## src/rtl/quad_decoder.sv

```systemverilog
// -----------------------------------------------------------------------------
// quad_decoder
//   Quadrature decoder for the debounced A/B channels of a rotary encoder.
//   It follows the Gray-code phase sequence 00->01->11->10->00 and keeps an
//   up/down value register, which drives a PWM duty input downstream. Each
//   valid phase transition produces a one-cycle step pulse together with the
//   direction. A transition where both channels change in the same cycle
//   produces a one-cycle err pulse instead.
//
// Parameters
//   WIDTH      width of the value register
//   STEP       amount added/subtracted per valid transition (1..2^WIDTH-1)
//   SATURATE   1 = clamp at 0 / 2^WIDTH-1, 0 = modular wrap-around
//   INIT_VALUE value loaded on reset and on clear
//
// Ports
//   clk    in   system clock, rising edge
//   reset  in   asynchronous active-low reset
//   clear  in   synchronous clear of value to INIT_VALUE (wins over a step)
//   enc_a  in   channel A, already synchronous and debounced
//   enc_b  in   channel B, already synchronous and debounced
//   value  out  current count (registered)
//   step   out  one-cycle pulse per valid transition (also when clamped)
//   dir    out  direction of the last valid transition, 1 = up (CW)
//   err    out  one-cycle pulse when both channels change at once
// -----------------------------------------------------------------------------
module quad_decoder #(
  parameter int unsigned WIDTH      = 8,
  parameter int unsigned STEP       = 1,
  parameter bit          SATURATE   = 1'b1,
  parameter int unsigned INIT_VALUE = 0
) (
  input  logic             clk,
  input  logic             reset,
  input  logic             clear,
  input  logic             enc_a,
  input  logic             enc_b,
  output logic [WIDTH-1:0] value,
  output logic             step,
  output logic             dir,
  output logic             err
);

  typedef enum logic {
    UNPRIMED,
    TRACKING
  } state_e;

  localparam logic [WIDTH:0]   STEP_X = (WIDTH+1)'(STEP);
  localparam logic [WIDTH-1:0] INIT_V = WIDTH'(INIT_VALUE);

  state_e           state_q, state_d;
  logic [1:0]       prev_ab_q, prev_ab_d;
  logic [WIDTH-1:0] value_q, value_d;
  logic             step_q, step_d;
  logic             dir_q, dir_d;
  logic             err_q, err_d;

  logic [1:0]       cur_ab;
  logic             is_up, is_down, is_err;
  logic [WIDTH:0]   sum_x, diff_x;
  logic [WIDTH-1:0] up_val, down_val;

  // Phase transition classification
  always_comb begin
    cur_ab  = {enc_a, enc_b};
    is_up   = 1'b0;
    is_down = 1'b0;
    unique case ({prev_ab_q, cur_ab})
      4'b00_01, 4'b01_11, 4'b11_10, 4'b10_00: is_up   = 1'b1;
      4'b00_10, 4'b10_11, 4'b11_01, 4'b01_00: is_down = 1'b1;
      default: ;
    endcase
    is_err = (prev_ab_q ^ cur_ab) == 2'b11;
  end

  // Arithmetic in WIDTH+1 bits: bit WIDTH is carry on up, borrow on down
  always_comb begin
    sum_x    = {1'b0, value_q} + STEP_X;
    diff_x   = {1'b0, value_q} - STEP_X;
    up_val   = (SATURATE && sum_x[WIDTH])  ? '1 : sum_x[WIDTH-1:0];
    down_val = (SATURATE && diff_x[WIDTH]) ? '0 : diff_x[WIDTH-1:0];
  end

  always_comb begin
    state_d   = state_q;
    prev_ab_d = cur_ab;
    value_d   = value_q;
    step_d    = 1'b0;
    dir_d     = dir_q;
    err_d     = 1'b0;

    if (state_q == UNPRIMED) begin
      state_d = TRACKING;
    end

    if (clear) begin
      value_d = INIT_V;
    end else if (state_q == TRACKING) begin
      if (is_up) begin
        value_d = up_val;
        step_d  = 1'b1;
        dir_d   = 1'b1;
      end else if (is_down) begin
        value_d = down_val;
        step_d  = 1'b1;
        dir_d   = 1'b0;
      end else if (is_err) begin
        err_d   = 1'b1;
      end
    end
  end

  always_ff @(posedge clk or negedge reset) begin
    if (!reset) begin
      state_q   <= UNPRIMED;
      prev_ab_q <= '0;
      value_q   <= INIT_V;
      step_q    <= 1'b0;
      dir_q     <= 1'b0;
      err_q     <= 1'b0;
    end else begin
      state_q   <= state_d;
      prev_ab_q <= prev_ab_d;
      value_q   <= value_d;
      step_q    <= step_d;
      dir_q     <= dir_d;
      err_q     <= err_d;
    end
  end

  assign value = value_q;
  assign step  = step_q;
  assign dir   = dir_q;
  assign err   = err_q;

endmodule

```

## config.mk

```make
export PLATFORM = sky130hd
export DESIGN_NAME = quad_decoder
export DESIGN_NICKNAME = d
export VERILOG_FILES = /design/src/rtl/quad_decoder.sv
export SDC_FILE = /design/constraint.sdc
export NUM_CORES = 1
export LEC_CHECK = 0
export ABC_CLOCK_PERIOD_IN_PS = 2050
export CAP_MARGIN = 10
export CORE_MARGIN = 3
export CORE_UTILIZATION = 35
export DETAILED_ROUTE_END_ITERATION = 10
export PLACE_DENSITY = 0.59
export SYNTH_ARGS = -nofsm -noshare
export SYNTH_HDL_FRONTEND = slang
export SYNTH_SLANG_ARGS = --single-unit
```

## constraint.sdc

```tcl
create_clock -name clk -period 2.05 [get_ports clk]
set_input_delay 0.205 -clock clk [delete_from_list [all_inputs] [get_ports clk]]
set_output_delay 0.205 -clock clk [all_outputs]
set_load 0.03 [all_outputs]
```

==> flow_summary.ini <==
[run_status]
status = complete, no violations

[final_layout]
stdcell_area_mm2 = 0.001155
syn2layout_area_growth_pct = 25.41
drive_gt1_frac = 0.09600
fillerInstances = 233
layout_common_cells = clkdlybuf4s50_1, nand2_1, dfrtp_1, o21ai_0, nor2_1
post-route-util = 0.4891
mostFrequentLayoutCell = clkdlybuf4s50_1
num-nets-final = 133
diodes = 0

[worst_setup_path]
critPathCaptureType = register
r2r_slack_ns = 0.16
cp_slowest_cell = dfrtp_1
critPathKind = register to register
cp_top_family = compound AO/OA/AOI/OAI gates
required_ns = 2.24
r2r-end = value[4]$_DFFE_PN0P_
critPathMaxFanout = 9
slowest_delay_ns = 0.48
reg2reg_depth = 6
start_kind = register
crit_chain = inv_1, ha_1, or3b_2, a211o_1, o311a_1, a21o_1
crit_arrival_ns = 2.08
reg2reg_from = value[0]$_DFFE_PN0P_
critPathBufInv = 1

[die]
initial_core_util = 0.3900
rows = 17
io_pins = 16
dieArea_mm2 = 0.003283
core_mm2 = 0.002361
die_h_um = 57.30
die_width_um = 57.30

[synthesis]
ys_async_sr_fraction = 1.000
syn_nets = 112
synth-warning-count = 0
synth_flop_cell = dfrtp_1
synth-seq-cells = 14
syn_area_um2 = 920.9
postSynthCellCount = 105
synth_edf_count = 0
postSynthAreaPerCell_um2 = 8.770
yosysSeqAreaShare = 0.3804
ys_types = 35

[sta]
rsz0062_at_grt = false
max_freq_mhz = 528.9
relSlewSlack = 0.5206
finalMaxSlewViolations = 0
skew_ns = 0.001282
finalSetupViolCount = 0
period_minus_slack_ns = 1.891
finalCritPeriodShare = 0.9223
worst_pin_slew_ns = 0.7191
finalSetupTns_ns = 0
finalHoldViolCount = 0

[clocking]
numCtsBuffers = 3
clk_pin_slew_worst_paths_ns = 0.09
clk_latency_ns = 0.29
clockRootBuffer = clkbuf_4
post_cts_buffers = 0
holdBufCountCts = 0
htree_num_levels = 1
cts_tree = built
postCtsResizedCells = 0
cts.sinks = 14
ctsLongestPathBuffers = 2

[global_route]
antenna_found_initial = 0
grt_pass1_vias = 770
grt.total_usage = 0.1384
grt_pass1_wl_mm = 3.560
gr-total-overflow = 0
grt_max_degree = 15

[placed_design]
hpwl_mm = 1.566
place_area_mm2 = 0.001119
gp_congestion = 0.8080
io_buffers = 15

[route]
drt_iter0_drc = 17
firstDrtPassIters = 4
wl_per_cell_um = 14.16
vias = 849
wirelength_mm = 2.167
ant_nets = 0
drc = 0
vias_per_cell = 5.549

[pwr]
peakVddDrop_v = 0.0005250
leakagePower_nw = 0.5319
p_per_area_mw_per_mm2 = 775.4

[flow_run]
cap_viol_max_count = 0

[worst_hold_path]
hold_class = input pin to asynchronous set/reset pin
## worst max-delay path by stage
stage,end,from,cells after the start
floorplan,value[4]$_DFFE_PN0P_,value[0]$_DFFE_PN0P_,6
global placement,value[4]$_DFFE_PN0P_,enc_a,6
detailed placement,value[7]$_DFFE_PN0P_,enc_b,5
CTS,value[4]$_DFFE_PN0P_,value[0]$_DFFE_PN0P_,6
global route,value[6]$_DFFE_PN0P_,value[0]$_DFFE_PN0P_,7
finish,value[4]$_DFFE_PN0P_,value[0]$_DFFE_PN0P_,6
## cell families after synthesis
family	share of synthesized area
xor+xnor	0.05706
flops	0.3804
other cells	0.004072
compound gates	0.2120
fa+ha+maj	0.02717
buf+inv	0.04347
simple gates	0.2758
## per-stage QoR
step           hold slack (ns)  power [W]  worst slack (ns)  cells
2_1_floorplan         -0.09059  0.0005760           0.09479    105
3_3_place_gp            0.4737  0.0006902           0.02211    149
3_5_place_dp            0.4842  0.0006925           0.03644    149
4_1_cts                 0.3419  0.0009042            0.1627    153
5_1_grt                 0.3647  0.0009546           0.03640    153
6_report                0.3190  0.0008954            0.1594    153
## layout make-up
cell class / instances / area [um^2] / share of cell area
Inverter: 4 / 15.01 / 0.01300
Clock buffer: 4 / 36.28 / 0.03142
Multi-Input combinational cell: 83 / 530.5 / 0.4594
Tap cell: 28 / 35.03 / 0.03034
Timing Repair Buffer: 20 / 187.7 / 0.1625
Sequential cell: 14 / 350.3 / 0.3034
## power by group
| group | switching (W) | internal, W | total (W) | leakage (nW) |
|---|---|---|---|---|
| logic | 0.000191 | 0.000158 | 0.000349 | 0.325 |
| registers | 0.0000406 | 0.000300 | 0.000341 | 0.185 |
| clock network | 0.0000973 | 0.000108 | 0.000206 | 0.0210 |
## synthesized netlist by cell type, drive strengths merged, types with 2 or more instances
cell type | count | area [um^2]
a21o | 2 | 15.01
nand3 | 5 | 25.02
and2 | 2 | 12.51
a21oi | 4 | 20.02
nor3 | 5 | 36.29
a211oi | 2 | 15.01
nor4b | 2 | 17.52
inv | 4 | 15.01
buf | 3 | 21.27
nand2 | 14 | 52.55
dfrtp | 14 | 350.3
nor2 | 6 | 22.52
a211o | 3 | 26.28
ha | 2 | 25.02
xnor2 | 4 | 35.03
nor2b | 3 | 18.77
o21ai | 7 | 35.03
and3 | 3 | 18.77
xor2 | 2 | 17.52
or3 | 3 | 18.77
o311ai | 2 | 17.52
a32o | 2 | 20.02
## sequential cells by signal, summed over array words and instances, names as in the netlist
signal and flops:
step 1, value 8, state_q 1, dir 1, err 1, prev_ab_q 2
## routing by layer
layer | part of all wire | track usage | vias up
li1 | - | - | 419
met5 | 0 | 0 | -
met3 | 0.072 | 0.03394 | 2
met4 | 0.0069 | 0.03974 | 0
met2 | 0.43 | 0.2153 | 26
met1 | 0.49 | 0.1908 | 402
## worst register-to-register path: cells and delay by family, from the launching register on
family,cells,cell delay [ns]
simple gates,1,0.46
fa+ha+maj,1,0.18
buf+inv,1,0.09
flops,1,0.48
compound gates,3,0.58
(Power assumes the default switching activity.)
==> RTL edit (same settings) <==
Add an input register stage for `clear`, `enc_a` and `enc_b`, cleared by the reset; this delays them by one clock.
--- a/src/rtl/quad_decoder.sv
+++ b/src/rtl/quad_decoder.sv
@@ -49,6 +49,22 @@
   localparam logic [WIDTH:0]   STEP_X = (WIDTH+1)'(STEP);
   localparam logic [WIDTH-1:0] INIT_V = WIDTH'(INIT_VALUE);
 
+  logic clear_q;
+  logic enc_a_q;
+  logic enc_b_q;
+
+  always_ff @(posedge clk or negedge reset) begin
+    if (!reset) begin
+      clear_q <= '0;
+      enc_a_q <= '0;
+      enc_b_q <= '0;
+    end else begin
+      clear_q <= clear;
+      enc_a_q <= enc_a;
+      enc_b_q <= enc_b;
+    end
+  end
+
   state_e           state_q, state_d;
   logic [1:0]       prev_ab_q, prev_ab_d;
   logic [WIDTH-1:0] value_q, value_d;
@@ -63,7 +79,7 @@
 
   // Phase transition classification
   always_comb begin
-    cur_ab  = {enc_a, enc_b};
+    cur_ab  = {enc_a_q, enc_b_q};
     is_up   = 1'b0;
     is_down = 1'b0;
     unique case ({prev_ab_q, cur_ab})
@@ -94,7 +110,7 @@
       state_d = TRACKING;
     end
 
-    if (clear) begin
+    if (clear_q) begin
       value_d = INIT_V;
     end else if (state_q == TRACKING) begin
       if (is_up) begin
Check against the original RTL: not equivalent (Yosys sat finds a counterexample within 4 cycles, from zero or initial values and one cycle with reset low).
==> RTL edit against the original RTL <==
Synthesized area rose by 9.0%; die area rose by 8.0%; routed wire length rose by 22%; setup slack got worse by 0.13 ns; first-iteration DRC count rose by 88%; cell area rose by 13%; critical path depth rose by 1; combinational power rose by 69%; total power rose by 37%; sequential cell count rose by 3; clock power fell by 6%.
==> RTL edit: results <==
{
  "status": "finished clean",
  "async_reset_ff_share_pct": 100,
  "clock_skew_ns": 0.00485,
  "placed_cell_area_um2": 1230,
  "yosys-top-cells-count": "dfrtp_1, nand2_1, inv_1, nor2_1, or3_1",
  "synth_mux_area_share_pct": 2.12,
  "p_leak_nw": 0.550,
  "worstSetupStartpoint": "value[0]$_DFFE_PN0P_",
  "largest_reg_flops": 8,
  "drt_iter0_drc": 32,
  "setup_viol": 0,
  "grt_pass1_wl_mm": 4.28,
  "path_delay_family": "simple AND/OR/NAND/NOR gates",
  "worst-path-max-fanout": 7,
  "globalplace.congestion": 0.866,
  "r2r_setup_slack_ns": 0.03,
  "worst_hold_slack_ns": 0.155,
  "synth-compound-area-share_pct": 21.2,
  "grt_pass1_vias": 893,
  "yosys_warnings": 0,
  "slowest_delay_ns": 0.48,
  "drive_gt1_share_pct": 18.8,
  "final_nets": 141,
  "insertion_delay_ns": 0.31,
  "synthDistinctLibCells": 44,
  "synthAdderAreaFrac_pct": 2.49,
  "synth.area.top_cells": "dfrtp_1, nand2_1, xnor2_1",
  "seq_area_frac_synth_pct": 42.4,
  "synth-xor-area-share_pct": 6.11,
  "grt_antenna_before_repair": 0,
  "portBuffers": 15,
  "drtPass1Iterations": 4,
  "clkTransAtPathRegs_ns": 0.11,
  "crit_end": "value[6]$_DFFE_PN0P_",
  "grt.total_usage_pct": 16.2,
  "root_buffer": "clkbuf_4",
  "vias_per_cell": 5.75,
  "place_ws_ns": 0.0673,
  "r2r_cells": 7,
  "syn_inst": 106,
  "htree_levels": 1,
  "critPathSlowestCell": "dfrtp_2",
  "ys_dominant_reg_cell": "dfrtp_1",
  "finalCritPeriodShare_pct": 98.4,
  "final_cells": 163,
  "dp_hpwl_mm": 1.85,
  "grt_start_max_net_pins": 12,
  "cts_buffers": 3,
  "clk_path_buf_depth": 2,
  "irDropWorstVdd_v": 0.000611,
  "cp.arrival_ns": 2.22,
  "wirelength_mm": 2.65,
  "hp-class": "in2async",
  "n_antenna_cell": 0
}
==> RTL edit: cell types whose count changed after synthesis, sizes merged, moves of 3 or more <==
cell,before,now
a211o,3,0
and3,3,0
nor3,5,1
dfrtp,14,17
==> RTL edit: worst reg2reg max path, cell delays in order, from the launching register on <==
cell and delay [ns]:
dfrtp_2 0.48, inv_1 0.08, ha_1 0.17, or3b_4 0.40, or3_4 0.35, o22ai_2 0.13
nand2_1 0.07, a32o_1 0.25
==> RTL edit: logic make-up after synthesis <==
family                   count (synthesis)
AO/OA/AOI/OAI                           29
XOR/XNOR                                 7
adder cells (fa/ha/maj)                  2
buffers and inverters                    9
flip-flops                              17
multiplexers                             2
other                                    1
AND/OR/NAND/NOR                         39
==> RTL edit: metal layers <==
metal  track usage [%]  share of wire [%]
met5                 0                  0
met2              23.2                 46
met3              3.92                5.3
met4              6.33                1.3
met1              23.2                 48
==> RTL edit: final cells by class <==
type	count	area [um2]
inverters	5	18.8
clock buffers	3	22.5
well taps	30	37.5
repair buffers	27	240
flip-flops and latches	17	429
fillers	242	1290
multi-input cells	80	551
clock inverters	1	5.00
==> RTL edit: where the power goes <==
part / total (W) / leakage (nW) / switching, W / internal [W]
Clock: 0.000194 / 0.0177 / 0.000121 / 0.0000729
Sequential: 0.000443 / 0.215 / 0.0000673 / 0.000376
Combinational: 0.000590 / 0.317 / 0.000307 / 0.000283
Total: 0.00123 / 0.550 / 0.000495 / 0.000732
==> RTL edit: metrics by stage <==
step,setup TNS (ns),power (W)
2_1_floorplan,0,0.000791
3_3_place_gp,0,0.000964
3_5_place_dp,0,0.000969
4_1_cts,0,0.00116
5_1_grt,-0.0225,0.00131
6_report,0,0.00123
==> RTL edit: timing repair <==
action | CTS | global route
gates resized for setup | 0 | 4
setup buffers | 0 | 4
endpoints found under the setup margin | 0 | 2
